--- src/rtl/particle_scheduler_pkg.sv ---
// Shared definitions for the particle scheduler and the physics writer that fills particle memory.
package particle_scheduler_pkg;

  typedef enum logic [2:0] {
    IDLE,
    FETCH,
    ISSUE,
    DRAIN,
    DONE
  } sched_state_t;

  // Particle word layout {z, y, x}, each a 16-bit float.
  localparam int FP_WIDTH = 16;
  localparam int X_LSB    = 0;
  localparam int Y_LSB    = 16;
  localparam int Z_LSB    = 32;
  localparam int WORD_W   = 3 * FP_WIDTH;

endpackage

--- src/rtl/particle_scheduler_if.sv ---
// Projector handshake: one particle coordinate triple plus an issue strobe, paced by projector ready.
interface particle_scheduler_if;
  import particle_scheduler_pkg::*;

  logic [FP_WIDTH-1:0] f_x_out;
  logic [FP_WIDTH-1:0] f_y_out;
  logic [FP_WIDTH-1:0] f_z_out;
  logic                data_valid_out;
  logic                proj_ready_in;

  modport master (
    output f_x_out,
    output f_y_out,
    output f_z_out,
    output data_valid_out,
    input  proj_ready_in
  );

  modport slave (
    input  f_x_out,
    input  f_y_out,
    input  f_z_out,
    input  data_valid_out,
    output proj_ready_in
  );

endinterface

--- src/rtl/particle_scheduler.sv ---
// Per-frame walker over particle memory: fetches each (x, y, z) and hands it to the projector
// under its ready handshake, then waits for the projector to drain before signalling frame done.
module particle_scheduler
  import particle_scheduler_pkg::*;
#(
  parameter int NUM_PARTICLES = 64,
  parameter int ADDR_WIDTH    = 6,
  parameter int BRAM_LATENCY  = 2
) (
  input  logic                  clk_in,
  input  logic                  rst_in,
  input  logic                  frame_start_in,
  output logic [ADDR_WIDTH-1:0] mem_addr_out,
  input  logic [WORD_W-1:0]     mem_data_in,
  particle_scheduler_if.master  proj,
  output logic                  busy_out,
  output logic                  frame_done_out,
  output logic [7:0]            overrun_count_out
);

  localparam int LAT_W = (BRAM_LATENCY > 1) ? $clog2(BRAM_LATENCY) : 1;
  localparam logic [LAT_W-1:0]      LAT_LAST = LAT_W'(BRAM_LATENCY - 1);
  localparam logic [ADDR_WIDTH-1:0] IDX_LAST = ADDR_WIDTH'(NUM_PARTICLES - 1);

  sched_state_t          r_state;
  sched_state_t          w_next;
  logic [ADDR_WIDTH-1:0] r_idx;
  logic [LAT_W-1:0]      r_lat;
  logic [FP_WIDTH-1:0]   r_x;
  logic [FP_WIDTH-1:0]   r_y;
  logic [FP_WIDTH-1:0]   r_z;
  logic [7:0]            r_ovr;
  logic                  w_start;
  logic                  w_capture;
  logic                  w_issue;
  logic                  w_advance;

  always_ff @(posedge clk_in) begin
    if (!rst_in) r_state <= IDLE;
    else         r_state <= w_next;
  end

  // The strobe is combinational on ready, so a valid can never appear while ready is low.
  always_comb begin
    w_next    = r_state;
    w_start   = 1'b0;
    w_capture = 1'b0;
    w_issue   = 1'b0;
    w_advance = 1'b0;
    case (r_state)
      IDLE: begin
        if (frame_start_in) begin
          w_start = 1'b1;
          w_next  = FETCH;
        end
      end
      FETCH: begin
        if (r_lat == LAT_LAST) begin
          w_capture = 1'b1;
          w_next    = ISSUE;
        end
      end
      ISSUE: begin
        if (proj.proj_ready_in) begin
          w_issue = 1'b1;
          if (r_idx == IDX_LAST) begin
            w_next = DRAIN;
          end else begin
            w_advance = 1'b1;
            w_next    = FETCH;
          end
        end
      end
      DRAIN: begin
        if (proj.proj_ready_in) w_next = DONE;
      end
      DONE:    w_next = IDLE;
      default: w_next = IDLE;
    endcase
  end

  always_ff @(posedge clk_in) begin
    if (!rst_in) begin
      r_idx <= '0;
      r_lat <= '0;
      r_x   <= '0;
      r_y   <= '0;
      r_z   <= '0;
      r_ovr <= '0;
    end else begin
      if (w_start)   r_idx <= '0;
      if (w_advance) r_idx <= r_idx + ADDR_WIDTH'(1);
      if (w_start || w_capture)  r_lat <= '0;
      else if (r_state == FETCH) r_lat <= r_lat + LAT_W'(1);
      if (w_capture) begin
        r_x <= mem_data_in[X_LSB +: FP_WIDTH];
        r_y <= mem_data_in[Y_LSB +: FP_WIDTH];
        r_z <= mem_data_in[Z_LSB +: FP_WIDTH];
      end
      // DONE is not IDLE, so a start landing on the done cycle is an overrun too.
      if (frame_start_in && (r_state != IDLE) && (r_ovr != 8'hFF))
        r_ovr <= r_ovr + 8'd1;
    end
  end

  assign mem_addr_out        = r_idx;
  assign proj.f_x_out        = r_x;
  assign proj.f_y_out        = r_y;
  assign proj.f_z_out        = r_z;
  assign proj.data_valid_out = w_issue;
  assign busy_out            = (r_state == FETCH) || (r_state == ISSUE) || (r_state == DRAIN);
  assign frame_done_out      = (r_state == DONE);
  assign overrun_count_out   = r_ovr;

endmodule

--- src/flat_wrapper.sv ---
// flat-port wrapper written by rule: the top's interface ports become plain ports
module particle_scheduler_flat import particle_scheduler_pkg::*;
#(
  parameter int NUM_PARTICLES = 64,
  parameter int ADDR_WIDTH    = 6,
  parameter int BRAM_LATENCY  = 2
)
  (clk_in, rst_in, frame_start_in, mem_addr_out, mem_data_in, busy_out, frame_done_out, overrun_count_out, proj_f_x_out, proj_f_y_out, proj_f_z_out, proj_data_valid_out, proj_proj_ready_in);
  particle_scheduler_if proj_i ();
  input  logic clk_in;
  input  logic rst_in;
  input  logic frame_start_in;
  output logic [ADDR_WIDTH-1:0] mem_addr_out;
  input  logic [WORD_W-1:0] mem_data_in;
  output logic busy_out;
  output logic frame_done_out;
  output logic [7:0] overrun_count_out;
  output wire logic [$bits(proj_i.f_x_out)-1:0] proj_f_x_out;
  output wire logic [$bits(proj_i.f_y_out)-1:0] proj_f_y_out;
  output wire logic [$bits(proj_i.f_z_out)-1:0] proj_f_z_out;
  output wire logic [$bits(proj_i.data_valid_out)-1:0] proj_data_valid_out;
  input wire logic [$bits(proj_i.proj_ready_in)-1:0] proj_proj_ready_in;
  assign proj_f_x_out = proj_i.f_x_out;
  assign proj_f_y_out = proj_i.f_y_out;
  assign proj_f_z_out = proj_i.f_z_out;
  assign proj_data_valid_out = proj_i.data_valid_out;
  assign proj_i.proj_ready_in = proj_proj_ready_in;
  particle_scheduler #(.NUM_PARTICLES(NUM_PARTICLES), .ADDR_WIDTH(ADDR_WIDTH), .BRAM_LATENCY(BRAM_LATENCY)) u_core (.clk_in(clk_in), .rst_in(rst_in), .frame_start_in(frame_start_in), .mem_addr_out(mem_addr_out), .mem_data_in(mem_data_in), .proj(proj_i), .busy_out(busy_out), .frame_done_out(frame_done_out), .overrun_count_out(overrun_count_out));
endmodule
--- config.mk ---
export PLATFORM = sky130hd
export DESIGN_NAME = particle_scheduler_flat
export DESIGN_NICKNAME = d
export VERILOG_FILES = /design/src/rtl/particle_scheduler_pkg.sv /design/src/rtl/particle_scheduler_if.sv /design/src/rtl/particle_scheduler.sv /design/src/flat_wrapper.sv
export SDC_FILE = /design/constraint.sdc
export NUM_CORES = 1
export LEC_CHECK = 0
export BUFFER_PORTS_ARGS = -buffer_cell sky130_fd_sc_hd__buf_2
export CORE_MARGIN = 2
export CORE_UTILIZATION = 51
export CTS_CLUSTER_DIAMETER = 100
export CTS_CLUSTER_SIZE = 14
export DETAILED_ROUTE_END_ITERATION = 6
export GPL_ROUTABILITY_DRIVEN = 1
export GPL_TIMING_DRIVEN = 0
export PLACE_DENSITY = 0.85
export SYNTH_ARGS = -nofsm -noshare
export SYNTH_HDL_FRONTEND = slang
export SYNTH_SLANG_ARGS = --single-unit
--- constraint.sdc ---
create_clock -name clk_in -period 3.16 [get_ports clk_in]
set_input_delay 0.158 -clock clk_in [delete_from_list [all_inputs] [get_ports clk_in]]
set_output_delay 0.158 -clock clk_in [all_outputs]
set_load 0.005 [all_outputs]
======== Word-level counts from Yosys, hierarchy flattened ========
Index checks and enable logic that the tools add are counted.
word-level totals
  flip-flop bits (word level) ............. 66
  latch bits .............................. 0
  memory bits (writable) .................. 0
  memory bits (read-only) ................. 0
  input port bits ......................... 52
  output and inout port bits .............. 65
  logic and storage cells ................. 48
  memories ................................ 0
operators by class
  add/sub/neg operators ................... 3
  $mul .................................... 0
  divide/modulo/power cells ............... 0
  magnitude comparators ................... 0
  equal/unequal tests ..................... 10
  shifts and indexed selects .............. 0
  multiplexer cells ....................... 17
  bitwise logic cells ..................... 1
  reductions and logical operators ........ 10
operator list
  operator                                                                 number
  3-bit two-way mux                                                        4
  6-bit two-way mux                                                        2
  3-bit one-hot mux with 4 select lines                                    1
  1-bit two-way mux                                                        9
  8-bit by 1-bit adder with 8-bit output, second input constant            1
  8-bit inequality test, second input constant                             1
  6-bit by 1-bit adder with 6-bit output, second input constant            1
  3-bit by 2-bit == test with 1-bit output, second input constant          2
  6-bit == test, second input constant                                     1
  2-bit inequality test, second input constant                             3
  4-bit AND reduction                                                      1
  3-bit by 1-bit == test with 1-bit output, second input constant          1
  3-bit == test, second input constant                                     1
  3-bit zero test                                                          1
  1-bit logical OR                                                         3
  3-bit nonzero test                                                       1
  1-bit logical AND                                                        2
  2-bit two-way mux                                                        1
  2-bit by 1-bit inequality test with 1-bit output, second input constant  1
  2-bit nonzero test                                                       1
  2-bit OR reduction                                                       1
  1-bit adder, second input constant                                       1
  1-bit inverter                                                           1

======== Longest topological paths before layout ========
Gate-level depths: netlist of the first run.
  depth in word-level cells ............... 5
  mapped depth ............................ 7
  depth with buffers taken out ............ 5

======== Worst setup path before layout of the first run ========
OpenSTA, ideal clock, no wires.
  path type ............................... register to register
  from .................................... register u_core.r_ovr[0] (netlist: u_core.overrun_count_out[0])
  to ...................................... register u_core.r_ovr[5] (netlist: u_core.overrun_count_out[5])
  setup time .............................. 0.128 ns
  arrival ................................. 1.365 ns
  slack ................................... 1.668 ns
  stages on the path, launching flop included .. 6
  buffers on the path ..................... 0
  clock period less this slack ............ 1.492 ns
  path through ............................ dfxtp_1 ha_1 and2_1 a2111oi_4 xnor2_1 nor2_1
on the way
  longest elaborated chain between the ends .. 2
  elaborated cells on any way between the ends .. 3
ends and longest elaborated chain
  element                                                                         line                       RTL
  start, declared                                                                 particle_scheduler.sv:32   logic [7:0] r_ovr;
  start signal, assigned                                                          particle_scheduler.sv:102  r_ovr <= r_ovr + 8'd1;
  branches (longest 2 deep; another with 8-bit by 1-bit adder with 8-bit output)  --
Parallel ways; which one is timed is not known.
A chain may end at the register's enable or synchronous reset.

======== Worst setup path in the final report of the first run ========
Same ends and word-level chain as after synthesis.

==> summary.md, run 1 <==
| Metric | Value |
|---|---|
| Number of failing setup endpoints in the final timing report | `0` |
| Leading cell types in the layout, fill and taps excluded | `sky130_fd_sc_hd__buf_2 (122), sky130_fd_sc_hd__nand2_1 (110), sky130_fd_sc_hd__dfxtp_1 (66)` |
| Source-to-sink clock delay at the later pin of the worst-skew pair | `0.33 ns` |
| Flip-flop cell with the highest count after synthesis | `sky130_fd_sc_hd__dfxtp_1` |
| Critical setup path kind | `reg2reg` |
| RSZ-0062 raised after global routing | `no` |
| Die Footprint | `5890 um^2` |
| Buffer count from post-CTS setup fixing | `0` |
| Maximum single-stage delay on the critical path | `0.40 ns` |
| Peak Freq | `627 MHz` |
| DRT iter0 DRCs | `103` |
| Min Tclk post-route | `1.59 ns` |
| Total routing resource utilization after global routing | `21.4%` |
| Non-filler cells in the finished layout | `525` |
| Final hold violation count | `0` |
| Number of synthesized register bits | `66` |
| Post-synthesis average cell area | `8.28 um^2` |
| Startpoint type of the worst setup path | `flop` |
| Initial cell density of the core | `52.8%` |
| Final setup slack of the worst path | `1.57 ns` |
| Number of maximum-capacitance violations | `0` |
| Number of antenna violations at the first check in global routing | `0` |
| Most common cell after layout, fill and taps aside | `sky130_fd_sc_hd__buf_2` |
| Beginning of the worst hold path | `mem_data_in[20]` |
| Pre-CTS worst setup slack | `1.58 ns` |
| Leakage Power | `1.53 nW` |
| Count of placed standard cells including taps | `511` |
| Total Wirelength | `6260 um` |
| Clock sink total | `66` |
| Top cell family by delay on the critical path | `compound AO/OA/AOI/OAI gates` |
| Count of fill cells added during filler insertion | `443` |
| Nature of the critical path endpoint | `flop` |
| Worst min-delay path category | `in2reg` |
| Floorplan Core Area | `5110 um^2` |
| Xor and xnor area share after synthesis | `2.27%` |
| Relative slew slack | `67.6%` |
| Clock tree root buffer cell | `sky130_fd_sc_hd__clkbuf_8` |
| Worst min-delay path endpoint | `u_core.proj.f_y_out[4]$_SDFFE_PN0P_` |
| Post-cts gate resize count | `0` |
| Cell area after technology mapping | `2700 um^2` |
| Post-synthesis to final-layout area growth | `31.7%` |
| Fraction of layout instances using a drive strength above 1 | `33.6%` |
| Combined buffer and inverter count along the critical path | `0` |
| Vert. Die Dim | `76.7 um` |
| Largest fanout of any net on the critical path | `5` |
| Iteration count of the initial detailed-routing pass | `4` |
| Arrival time of the worst setup path | `1.79 ns` |
| Count of cells along the worst hold path | `3` |
| Basic-gate share of the synthesized area counting and, or, nand and nor cells | `23.6%` |
| Cell-by-cell trace of the critical path | `ha_1 -> and2_1 -> a2111oi_4 -> xnor2_1 -> nor2_1` |
| Post-Synth Adder-Cell Area | `0.927%` |
| Post-route DRC violation count | `0` |
| TritonCTS clock tree | `done` |
| Via count | `2,605` |
| Setup slack on the worst flop-to-flop path | `1.57 ns` |
| Design Power | `1.68 mW` |
| Final number of max-transition violations | `0` |
| Gpl congestion | `0.809` |
| I/O pins | `117` |
| Share of synthesized flip-flops with an asynchronous set or reset | `0%` |
| Mapped Cells | `326` |
| Vias per Instance | `4.96` |
| CTS H-Tree Depth | `3` |
| Cts bufs inserted | `9` |
| Clock-pin slew of the registers on the worst-case setup and hold paths | `0.07 ns` |
| Count of distinct cell types in the synthesized netlist | `39` |
| Fin Setup TNS | `0 ns` |
| Synthesized-area fraction occupied by ao, oa, aoi and oai cells | `18.7%` |
| Count of cells along the worst register-to-register path | `5` |
| Antenna Violating Nets Remaining | `0` |
| Global route total overflow | `0` |
| Largest net degree at the start of global routing | `11` |
| Routed length per placed instance | `11.9 um` |
| R2R Path Start | `u_core.overrun_count_out[0]$_SDFFE_PN0P_` |
| Synthesized Nets | `380` |
| Synth warn | `0` |
| Fin area | `3550 um^2` |
| Fraction of synthesized area in multiplexers | `0%` |
| Detailed Place HPWL | `4710 um` |
| Reg-to-reg critical path endpoint | `u_core.overrun_count_out[5]$_SDFFE_PN0P_` |
| Global-route wire length before repair | `10,400 um` |
| CTS Hold Buffers Added | `0` |
| Number of nets in the layout | `506` |
| Result of the run | `completed` |
| Power per cell area | `473 nW/um^2` |
| Number of flops mapped to enable cells by yosys | `0` |
| Total inserted antenna cells | `0` |
| Combinational family with the most area after synthesis | `simple AND/OR/NAND/NOR gates` |
| Cell with the largest stage delay on the worst path | `sky130_fd_sc_hd__a2111oi_4` |
| Final worst-path cycle share | `50.4%` |
| Data required, critical path | `3.35 ns` |
| Port Buffer Count | `115` |
| Worst Skew | `0.0119 ns` |
| Transition time at the pin with the least slew margin | `0.487 ns` |
| Placed cell areas | `3360 um^2` |
| Number of buffers on the longest clock path | `2` |
| Width of the die | `76.7 um` |
| Vias in the first global route | `2,385` |
| Maximum vdd ir drop | `0.000330 V` |
| Worst setup startpoint | `u_core.overrun_count_out[0]$_SDFFE_PN0P_` |
| Row cnt | `26` |
| Post-synthesis sequential area ratio | `49.0%` |
==> metal layers <==
| metal | routed length, um | track usage (%) |
|---|---|---|
| met4 | 59 | 8.91 |
| met2 | 3130 | 37.5 |
| met5 | 0 | 0 |
| met1 | 2760 | 25.3 |
| met3 | 315 | 4.59 |
==> cell usage after synthesis, types with 3 or more instances <==
cell type | number | area share [%]
sky130_fd_sc_hd__a211oi_1 | 3 | 0.83
sky130_fd_sc_hd__a21oi_1 | 52 | 9.6
sky130_fd_sc_hd__buf_2 | 7 | 1.3
sky130_fd_sc_hd__buf_4 | 6 | 1.7
sky130_fd_sc_hd__buf_6 | 3 | 1.3
sky130_fd_sc_hd__clkbuf_1 | 6 | 0.83
sky130_fd_sc_hd__dfxtp_1 | 66 | 49
sky130_fd_sc_hd__inv_1 | 3 | 0.42
sky130_fd_sc_hd__nand2_1 | 110 | 15
sky130_fd_sc_hd__nand2b_1 | 4 | 0.93
sky130_fd_sc_hd__nand3_1 | 6 | 1.1
sky130_fd_sc_hd__nor2_1 | 17 | 2.4
sky130_fd_sc_hd__o21ai_0 | 3 | 0.56
sky130_fd_sc_hd__xnor2_1 | 7 | 2.3
==> power breakdown <==
| group | switching, mW | total (mW) | internal (mW) | leakage (nW) |
|---|---|---|---|---|
| logic | 0.0721 | 0.134 | 0.0617 | 0.898 |
| registers | 0.0102 | 0.860 | 0.850 | 0.533 |
| clock network | 0.290 | 0.686 | 0.396 | 0.101 |
==> sequential cells by signal, summed over array words and instances, names as in the netlist <==
signal	count
u_core.r_lat	1
u_core.r_state	3
u_core.mem_addr_out	6
u_core.overrun_count_out	8
u_core.proj.f_z_out	16
u_core.proj.f_y_out	16
u_core.proj.f_x_out	16
==> final cells by class <==
type / count / area (um^2) / area share (%)
repair buffers: 115 / 576 / 16.2
plain buffers: 22 / 136 / 3.84
well taps: 70 / 87.6 / 2.46
inverters: 4 / 15.0 / 0.423
flip-flops and latches: 66 / 1320 / 37.2
clock buffers: 11 / 151 / 4.26
clock inverters: 3 / 40.0 / 1.13
multi-input cells: 234 / 1230 / 34.5
==> worst register-to-register path, stage by stage, from the launching register on <==
cell                        delay (ns)
sky130_fd_sc_hd__dfxtp_1          0.34
sky130_fd_sc_hd__ha_1             0.24
sky130_fd_sc_hd__and2_1           0.27
sky130_fd_sc_hd__a2111oi_4        0.40
sky130_fd_sc_hd__xnor2_1          0.16
sky130_fd_sc_hd__nor2_1           0.05
==> worst max path at each step <==
| stage | endpoint | slack, ns | cells past startpoint |
|---|---|---|---|
| after global routing | u_core.overrun_count_out[5]$_SDFFE_PN0P_ | 1.42 | 5 |
| final | u_core.overrun_count_out[5]$_SDFFE_PN0P_ | 1.57 | 5 |
| after detailed placement | u_core.overrun_count_out[5]$_SDFFE_PN0P_ | 1.58 | 5 |
| after floorplan | u_core.overrun_count_out[5]$_SDFFE_PN0P_ | 1.67 | 5 |
| after global placement | u_core.overrun_count_out[7]$_SDFFE_PN0P_ | 1.59 | 5 |
| after CTS | u_core.overrun_count_out[5]$_SDFFE_PN0P_ | 1.56 | 5 |
==> per-stage QoR <==
stage / utilization (%) / hold WS [ns]
3_5_place_dp: 65.8 / 0.404
4_1_cts: 69.6 / 0.0477
5_1_grt: 69.6 / 0.0595
2_1_floorplan: - / 0.294
3_3_place_gp: 65.8 / 0.398
6_report: 69.6 / 0.0597
==> logic make-up after synthesis <==
logic type               after synthesis
AND/OR/NAND/NOR                      150
AO/OA/AOI/OAI                         75
flip-flops                            66
buffers and inverters                 26
XOR/XNOR                               7
adder cells (fa/ha/maj)                2
(Power assumes the default switching activity.)
==> run 2, diff against run 1 <==
- CORE_UTILIZATION: 51 -> 47
- PLACE_DENSITY: 0.85 -> 0.79
- clock period: 3.16 -> 1.5 ns (I/O delays scaled with it)
==> run 2 against run 1 <==
  * The run now ends with negative setup slack left
  * Routed wire length grew 26%
  * Sequential power up 110%
  * First-iteration DRC count grew 3.9%
  * Setup slack got worse by 1.6 ns
  * Clock power is 110% higher
  * Critical path type unchanged
  * Critical endpoint is now u_core.proj.f_x_out[11]$_SDFFE_PN0P_
==> summary.md, run 2 (same netlist as run 1, synthesis figures left out) <==
| Metric | Value |
|---|---|
| Total inserted antenna cells | `0 (unchanged)` |
| Flop pwr share | `49.0% (-2.2 points)` |
| I/O pins | `117 (unchanged)` |
| Global-route wire length before repair | `12,200 um (+18%)` |
| Final number of max-transition violations | `0 (unchanged)` |
| Initial cell density of the core | `48.7% (-4.1 points)` |
| Internal power of the cells | `2.86 mW (+120%)` |
| Power per cell area | `889 nW/um^2 (+88%)` |
| Fin area | `4170 um^2 (+17%)` |
| Clock-pin slew of the registers on the worst-case setup and hold paths | `0.07 ns (about the same)` |
| Number of failing setup endpoints in the final timing report | `2 (+2)` |
| Vias per Instance | `4.92 (-0.83%)` |
| Port Buffer Count | `115 (unchanged)` |
| Relative slew slack | `63.1% (-4.4 points)` |
| Hold slack final | `0.0158 ns (-0.0439 ns)` |
| Sw power | `0.842 mW (+130%)` |
| Design Power | `3.71 mW (+120%)` |
| Gate power share | `11.6% (+3.6 points)` |
| DRT iter0 DRCs | `107 (+3.9%)` |
| Via count | `2,849 (+9.4%)` |
| Result of the run | `finished with violations` |
| TritonCTS clock tree | `done` |
| Post-route DRC violation count | `0 (unchanged)` |
| Gpl congestion | `0.804 (-0.56%)` |
| Number of maximum-capacitance violations | `0 (unchanged)` |
| Count of fill cells added during filler insertion | `404 (-8.8%)` |
| Vert. Die Dim | `79.8 um (+3.9%)` |
| Width of the die | `79.8 um (+3.9%)` |
| Fraction of layout instances using a drive strength above 1 | `34.3% (+0.69 points)` |
| Clock share of power | `39.4% (-1.4 points)` |
| Most common cell after layout, fill and taps aside | `sky130_fd_sc_hd__buf_2` |
| Die Footprint | `6360 um^2 (+8.1%)` |
| Number of buffers on the longest clock path | `2 (unchanged)` |
| Routed length per placed instance | `13.6 um (+14%)` |
| Number of antenna violations at the first check in global routing | `0 (unchanged)` |
| Clock sink total | `66 (unchanged)` |
| RSZ-0062 raised after global routing | `yes` |
| CTS H-Tree Depth | `3 (unchanged)` |
| Clock tree root buffer cell | `sky130_fd_sc_hd__clkbuf_8` |
| Critical setup path kind | `reg2reg` |
| Leading cell types in the layout, fill and taps excluded | `sky130_fd_sc_hd__buf_2 (121), sky130_fd_sc_hd__nand2_1 (105), sky130_fd_sc_hd__dfxtp_1 (64)` |
| Final hold violation count | `0 (unchanged)` |
| Startpoint type of the worst setup path | `flop` |
| Leakage Power | `1.78 nW (+16%)` |
| Worst Skew | `0.00483 ns (-0.00702 ns)` |
| Total Wirelength | `7890 um (+26%)` |
| Total routing resource utilization after global routing | `24.5% (+3.0 points)` |
| Placed cell areas | `3360 um^2 (about the same)` |
| Post-synthesis to final-layout area growth | `54.5%` |
| Floorplan Core Area | `5540 um^2 (+8.5%)` |
| Min Tclk post-route | `1.51 ns (-0.0835 ns)` |
| Sw Share | `22.7% (+0.55 points)` |
| Nature of the critical path endpoint | `flop` |
| Worst min-delay path category | `in2reg` |
| Number of nets in the layout | `558 (+10%)` |
| Peak Freq | `662 MHz (+5.5%)` |
| Violations in the final reports | `negative setup slack` |
| Non-filler cells in the finished layout | `579 (+10%)` |
| Detailed Place HPWL | `4740 um (+0.77%)` |
| Largest net degree at the start of global routing | `11 (unchanged)` |
| Final Util | `75.3% (+5.7 points)` |
| Final worst-path cycle share | `101% (+50 points)` |
| Cts bufs inserted | `9 (unchanged)` |
| Antenna Violating Nets Remaining | `0 (unchanged)` |
| Global route total overflow | `0 (unchanged)` |
| Data required, critical path | `1.69 ns (-1.66 ns)` |
| Pre-CTS worst setup slack | `-0.0816 ns (-1.66 ns)` |
| Largest fanout of any net on the critical path | `10 (+5)` |
| Transition time at the pin with the least slew margin | `0.553 ns (+0.0663 ns)` |
| Count of placed standard cells including taps | `513 (+0.39%)` |
| Maximum vdd ir drop | `0.000517 V (+57%)` |
| Vias in the first global route | `2,696 (+13%)` |
| Final setup slack of the worst path | `-0.0107 ns (-1.58 ns)` |
| Row cnt | `27 (+3.8%)` |
| Arrival time of the worst setup path | `1.70 ns (-0.09 ns)` |
| Iteration count of the initial detailed-routing pass | `4 (unchanged)` |
| Source-to-sink clock delay at the later pin of the worst-skew pair | `0.33 ns (about the same)` |
| Fin Setup TNS | `-0.0165 ns (-0.0165 ns)` |
[run 2: cell types whose count changed in the layout (fill, tap and decap cells not counted), sizes merged]
cell,change
buf,+5
dlygate4sd3,+47
[run 2: layout make-up]
type / instances / area [um^2] / share of cell area, %
clock buffers: 11 / 151 / 3.63
well taps: 72 / 90.1 / 2.16
clock inverters: 3 / 40.0 / 0.960
repair buffers: 167 / 1100 / 26.3
plain buffers: 22 / 169 / 4.05
inverters: 4 / 15.0 / 0.360
flip-flops and latches: 66 / 1320 / 31.7
multi-input cells: 234 / 1280 / 30.8
[run 2: timing repair]
item	in CTS	in global routing
hold endpoints to repair	47	0
pin swaps	0	4
buffers inserted	0	5
hold buffers	47	0
gates cloned	0	0
resized for setup	4	24
setup endpoints to repair	14	29
[run 2: path summary, 6_finish.rpt]
check | from | to | slack, ns | cells after the start
worst max-delay path | u_core.r_state[0]$_SDFFE_PN0P_ | u_core.proj.f_x_out[11]$_SDFFE_PN0P_ | -0.01 | 7
worst min-delay path | mem_data_in[12] | u_core.proj.f_x_out[12]$_SDFFE_PN0P_ | 0.02 | 3
worst max register to register | u_core.r_state[0]$_SDFFE_PN0P_ | u_core.proj.f_x_out[11]$_SDFFE_PN0P_ | -0.01 | 7
worst min register to register | u_core.proj.f_x_out[13]$_SDFFE_PN0P_ | u_core.proj.f_x_out[13]$_SDFFE_PN0P_ | 0.45 | 2
[run 2: metal layers]
metal / share of wire [%] / global-route usage (%) / vias to the layer above
met5: 0 / 0 / -
met4: 2.3 / 10.7 / 0
met3: 5.5 / 6.67 / 20
met2: 50 / 44.0 / 85
met1: 42 / 26.9 / 1304
li1: - / - / 1440
[run 2: critical path, cell delays in order (launching register included)]
cell and delay [ns]:
sky130_fd_sc_hd__dfxtp_2 0.33, sky130_fd_sc_hd__buf_6 0.13, sky130_fd_sc_hd__nand3b_1 0.18, sky130_fd_sc_hd__or2_4 0.31
sky130_fd_sc_hd__buf_8 0.14, sky130_fd_sc_hd__buf_8 0.13, sky130_fd_sc_hd__nand2_1 0.07, sky130_fd_sc_hd__a21oi_1 0.07
[run 2: power by group through the flow]
stage	combinational [mW]	clock, mW	sequential, mW
final	0.431	1.46	1.82
after global routing	0.468	1.56	1.82
after CTS	0.383	1.49	1.81
after detailed placement	0.286	0	1.85
after global placement	0.281	0	1.85
after floorplan	0.144	0	1.85
==> run 3, diff against run 2 <==
- RECOVER_POWER: unset -> 100
- clock period: 1.5 -> 1.7 ns (I/O delays scaled with it)
==> run 3 against run 2 <==
  * The run now ends clean
  * Largest power group unchanged
  * Hold slack improved by 0.0055 ns
  * Critical endpoint is now u_core.proj.f_y_out[10]$_SDFFE_PN0P_
  * Cell area decreased by 5.4%
  * Total power decreased by 13%
==> summary.md, run 3 (same netlist as run 1, synthesis figures left out) <==
| Metric | Value |
|---|---|
| Peak Freq | `627 MHz (-5.4%)` |
| Final number of max-transition violations | `0 (unchanged)` |
| Hold slack final | `0.0213 ns (+0.00547 ns)` |
| Maximum vdd ir drop | `0.000454 V (-12%)` |
| Vias per Instance | `4.90 (-0.52%)` |
| Final hold violation count | `0 (unchanged)` |
| Worst Skew | `0.00592 ns (+0.00109 ns)` |
| Fraction of layout instances using a drive strength above 1 | `22.4% (-12 points)` |
| Total routing resource utilization after global routing | `24.2% (-0.26 points)` |
| Gpl congestion | `0.804 (unchanged)` |
| Fin Setup TNS | `0 ns (+0.0165 ns)` |
| Source-to-sink clock delay at the later pin of the worst-skew pair | `0.33 ns (about the same)` |
| CTS H-Tree Depth | `3 (unchanged)` |
| Via count | `2,800 (-1.7%)` |
| Power per cell area | `816 nW/um^2 (-8.1%)` |
| Largest net degree at the start of global routing | `11 (unchanged)` |
| Number of failing setup endpoints in the final timing report | `0 (-2)` |
| Number of maximum-capacitance violations | `0 (unchanged)` |
| Leading cell types in the layout, fill and taps excluded | `sky130_fd_sc_hd__nand2_1 (110), sky130_fd_sc_hd__buf_2 (80), sky130_fd_sc_hd__dfxtp_1 (66)` |
| Vias in the first global route | `2,653 (-1.6%)` |
| RSZ-0062 raised after global routing | `no` |
| Die Footprint | `6360 um^2 (unchanged)` |
| Number of buffers on the longest clock path | `2 (unchanged)` |
| Placed cell areas | `3360 um^2 (unchanged)` |
| Number of antenna violations at the first check in global routing | `0 (unchanged)` |
| Post-route DRC violation count | `0 (unchanged)` |
| Min Tclk post-route | `1.60 ns (+0.0854 ns)` |
| Total inserted antenna cells | `0 (unchanged)` |
| Clock-pin slew of the registers on the worst-case setup and hold paths | `0.07 ns (about the same)` |
| Largest fanout of any net on the critical path | `10 (unchanged)` |
| Antenna Violating Nets Remaining | `0 (unchanged)` |
| Most common cell after layout, fill and taps aside | `sky130_fd_sc_hd__nand2_1` |
| Width of the die | `79.8 um (unchanged)` |
| Final Util | `71.2% (-4.1 points)` |
| Clock tree root buffer cell | `sky130_fd_sc_hd__clkbuf_8` |
| Post-synthesis to final-layout area growth | `46.1%` |
| Arrival time of the worst setup path | `1.80 ns (+0.10 ns)` |
| Startpoint type of the worst setup path | `flop` |
| Transition time at the pin with the least slew margin | `0.495 ns (-0.0581 ns)` |
| Data required, critical path | `1.90 ns (+0.21 ns)` |
| Post-cts gate resize count | `0 (-4)` |
| DRT iter0 DRCs | `98 (-8.4%)` |
| Global route total overflow | `0 (unchanged)` |
| Final worst-path cycle share | `93.9% (-6.8 points)` |
| Worst min-delay path category | `in2reg` |
| Routed length per placed instance | `13.3 um (-2.3%)` |
| Vert. Die Dim | `79.8 um (unchanged)` |
| Relative slew slack | `67.0% (+3.9 points)` |
| Total Wirelength | `7620 um (-3.5%)` |
| Nature of the critical path endpoint | `flop` |
| Global-route wire length before repair | `12,100 um (-1.1%)` |
| Setup slack on the worst flop-to-flop path | `0.10 ns (+0.11 ns)` |
| Result of the run | `completed` |
| Leakage Power | `1.55 nW (-13%)` |
| I/O pins | `117 (unchanged)` |
| Initial cell density of the core | `48.7% (unchanged)` |
| Number of nets in the layout | `551 (-1.3%)` |
| Detailed Place HPWL | `4740 um (unchanged)` |
| Critical setup path kind | `reg2reg` |
| Clock sink total | `66 (unchanged)` |
| Cts bufs inserted | `9 (unchanged)` |
| Floorplan Core Area | `5540 um^2 (unchanged)` |
| Iteration count of the initial detailed-routing pass | `4 (unchanged)` |
| Row cnt | `27 (unchanged)` |
| TritonCTS clock tree | `done` |
| Fin area | `3940 um^2 (-5.4%)` |
| Port Buffer Count | `115 (unchanged)` |
-- run 3: changes by cell type in the layout (fill, tap and decap cells not counted), sizes merged --
cell,before,now
buf,136,89
clkbuf,17,59
dlygate4sd3,47,45
-- run 3: final timing paths --
check / from / to / cells past startpoint
worst max-delay path: u_core.r_state[0]$_SDFFE_PN0P_ / u_core.proj.f_y_out[10]$_SDFFE_PN0P_ / 7
worst min register to register: u_core.proj.f_y_out[13]$_SDFFE_PN0P_ / u_core.proj.f_y_out[13]$_SDFFE_PN0P_ / 2
worst max register to register: u_core.r_state[0]$_SDFFE_PN0P_ / u_core.proj.f_y_out[10]$_SDFFE_PN0P_ / 7
worst min-delay path: mem_data_in[12] / u_core.proj.f_x_out[12]$_SDFFE_PN0P_ / 3
-- run 3: critical path, stage by stage (launching register included) --
cell and delay [ns]:
sky130_fd_sc_hd__dfxtp_1 0.32, sky130_fd_sc_hd__buf_4 0.18, sky130_fd_sc_hd__nand3b_1 0.13, sky130_fd_sc_hd__or2_0 0.26, sky130_fd_sc_hd__buf_4 0.19, sky130_fd_sc_hd__clkbuf_2 0.20, sky130_fd_sc_hd__nand2_1 0.12, sky130_fd_sc_hd__a21oi_1 0.07
-- run 3: metal layers --
metal | track usage [%] | wire length (um) | up-vias
met5 | 0 | 0 | -
met4 | 10.3 | 147 | 0
met3 | 6.67 | 449 | 16
met2 | 43.3 | 3740 | 82
met1 | 26.9 | 3270 | 1274
li1 | - | - | 1428
-- run 3: layout make-up --
cell class	count	area (um^2)
Buffer	22	131
Clock buffer	11	151
Clock inverter	3	40.0
Fill cell	449	1600
Inverter	4	15.0
Multi-Input combinational cell	234	1220
Sequential cell	66	1320
Tap cell	72	90.1
Timing Repair Buffer	160	978
-- run 3: what timing repair did --
item	CTS	global route
buffers inserted	0	0
hold buffers	45	0
hold endpoints to repair	45	0
-- run 3: report_power, final --
| group | internal [mW] | total, mW | leakage, nW | switching, mW |
|---|---|---|---|---|
| clock network | 0.736 | 1.28 | 0.101 | 0.549 |
| registers | 1.58 | 1.60 | 0.533 | 0.0199 |
| logic | 0.176 | 0.335 | 0.917 | 0.158 |
-- run 3: per-stage QoR --
step	power (mW)	instances	worst slack, ns
global route	3.35	572	0.0146
detailed placement	1.89	513	0.118
floorplan	1.76	326	0.208
CTS	3.25	572	0.105
global placement	1.88	513	0.137
finish	3.22	572	0.104
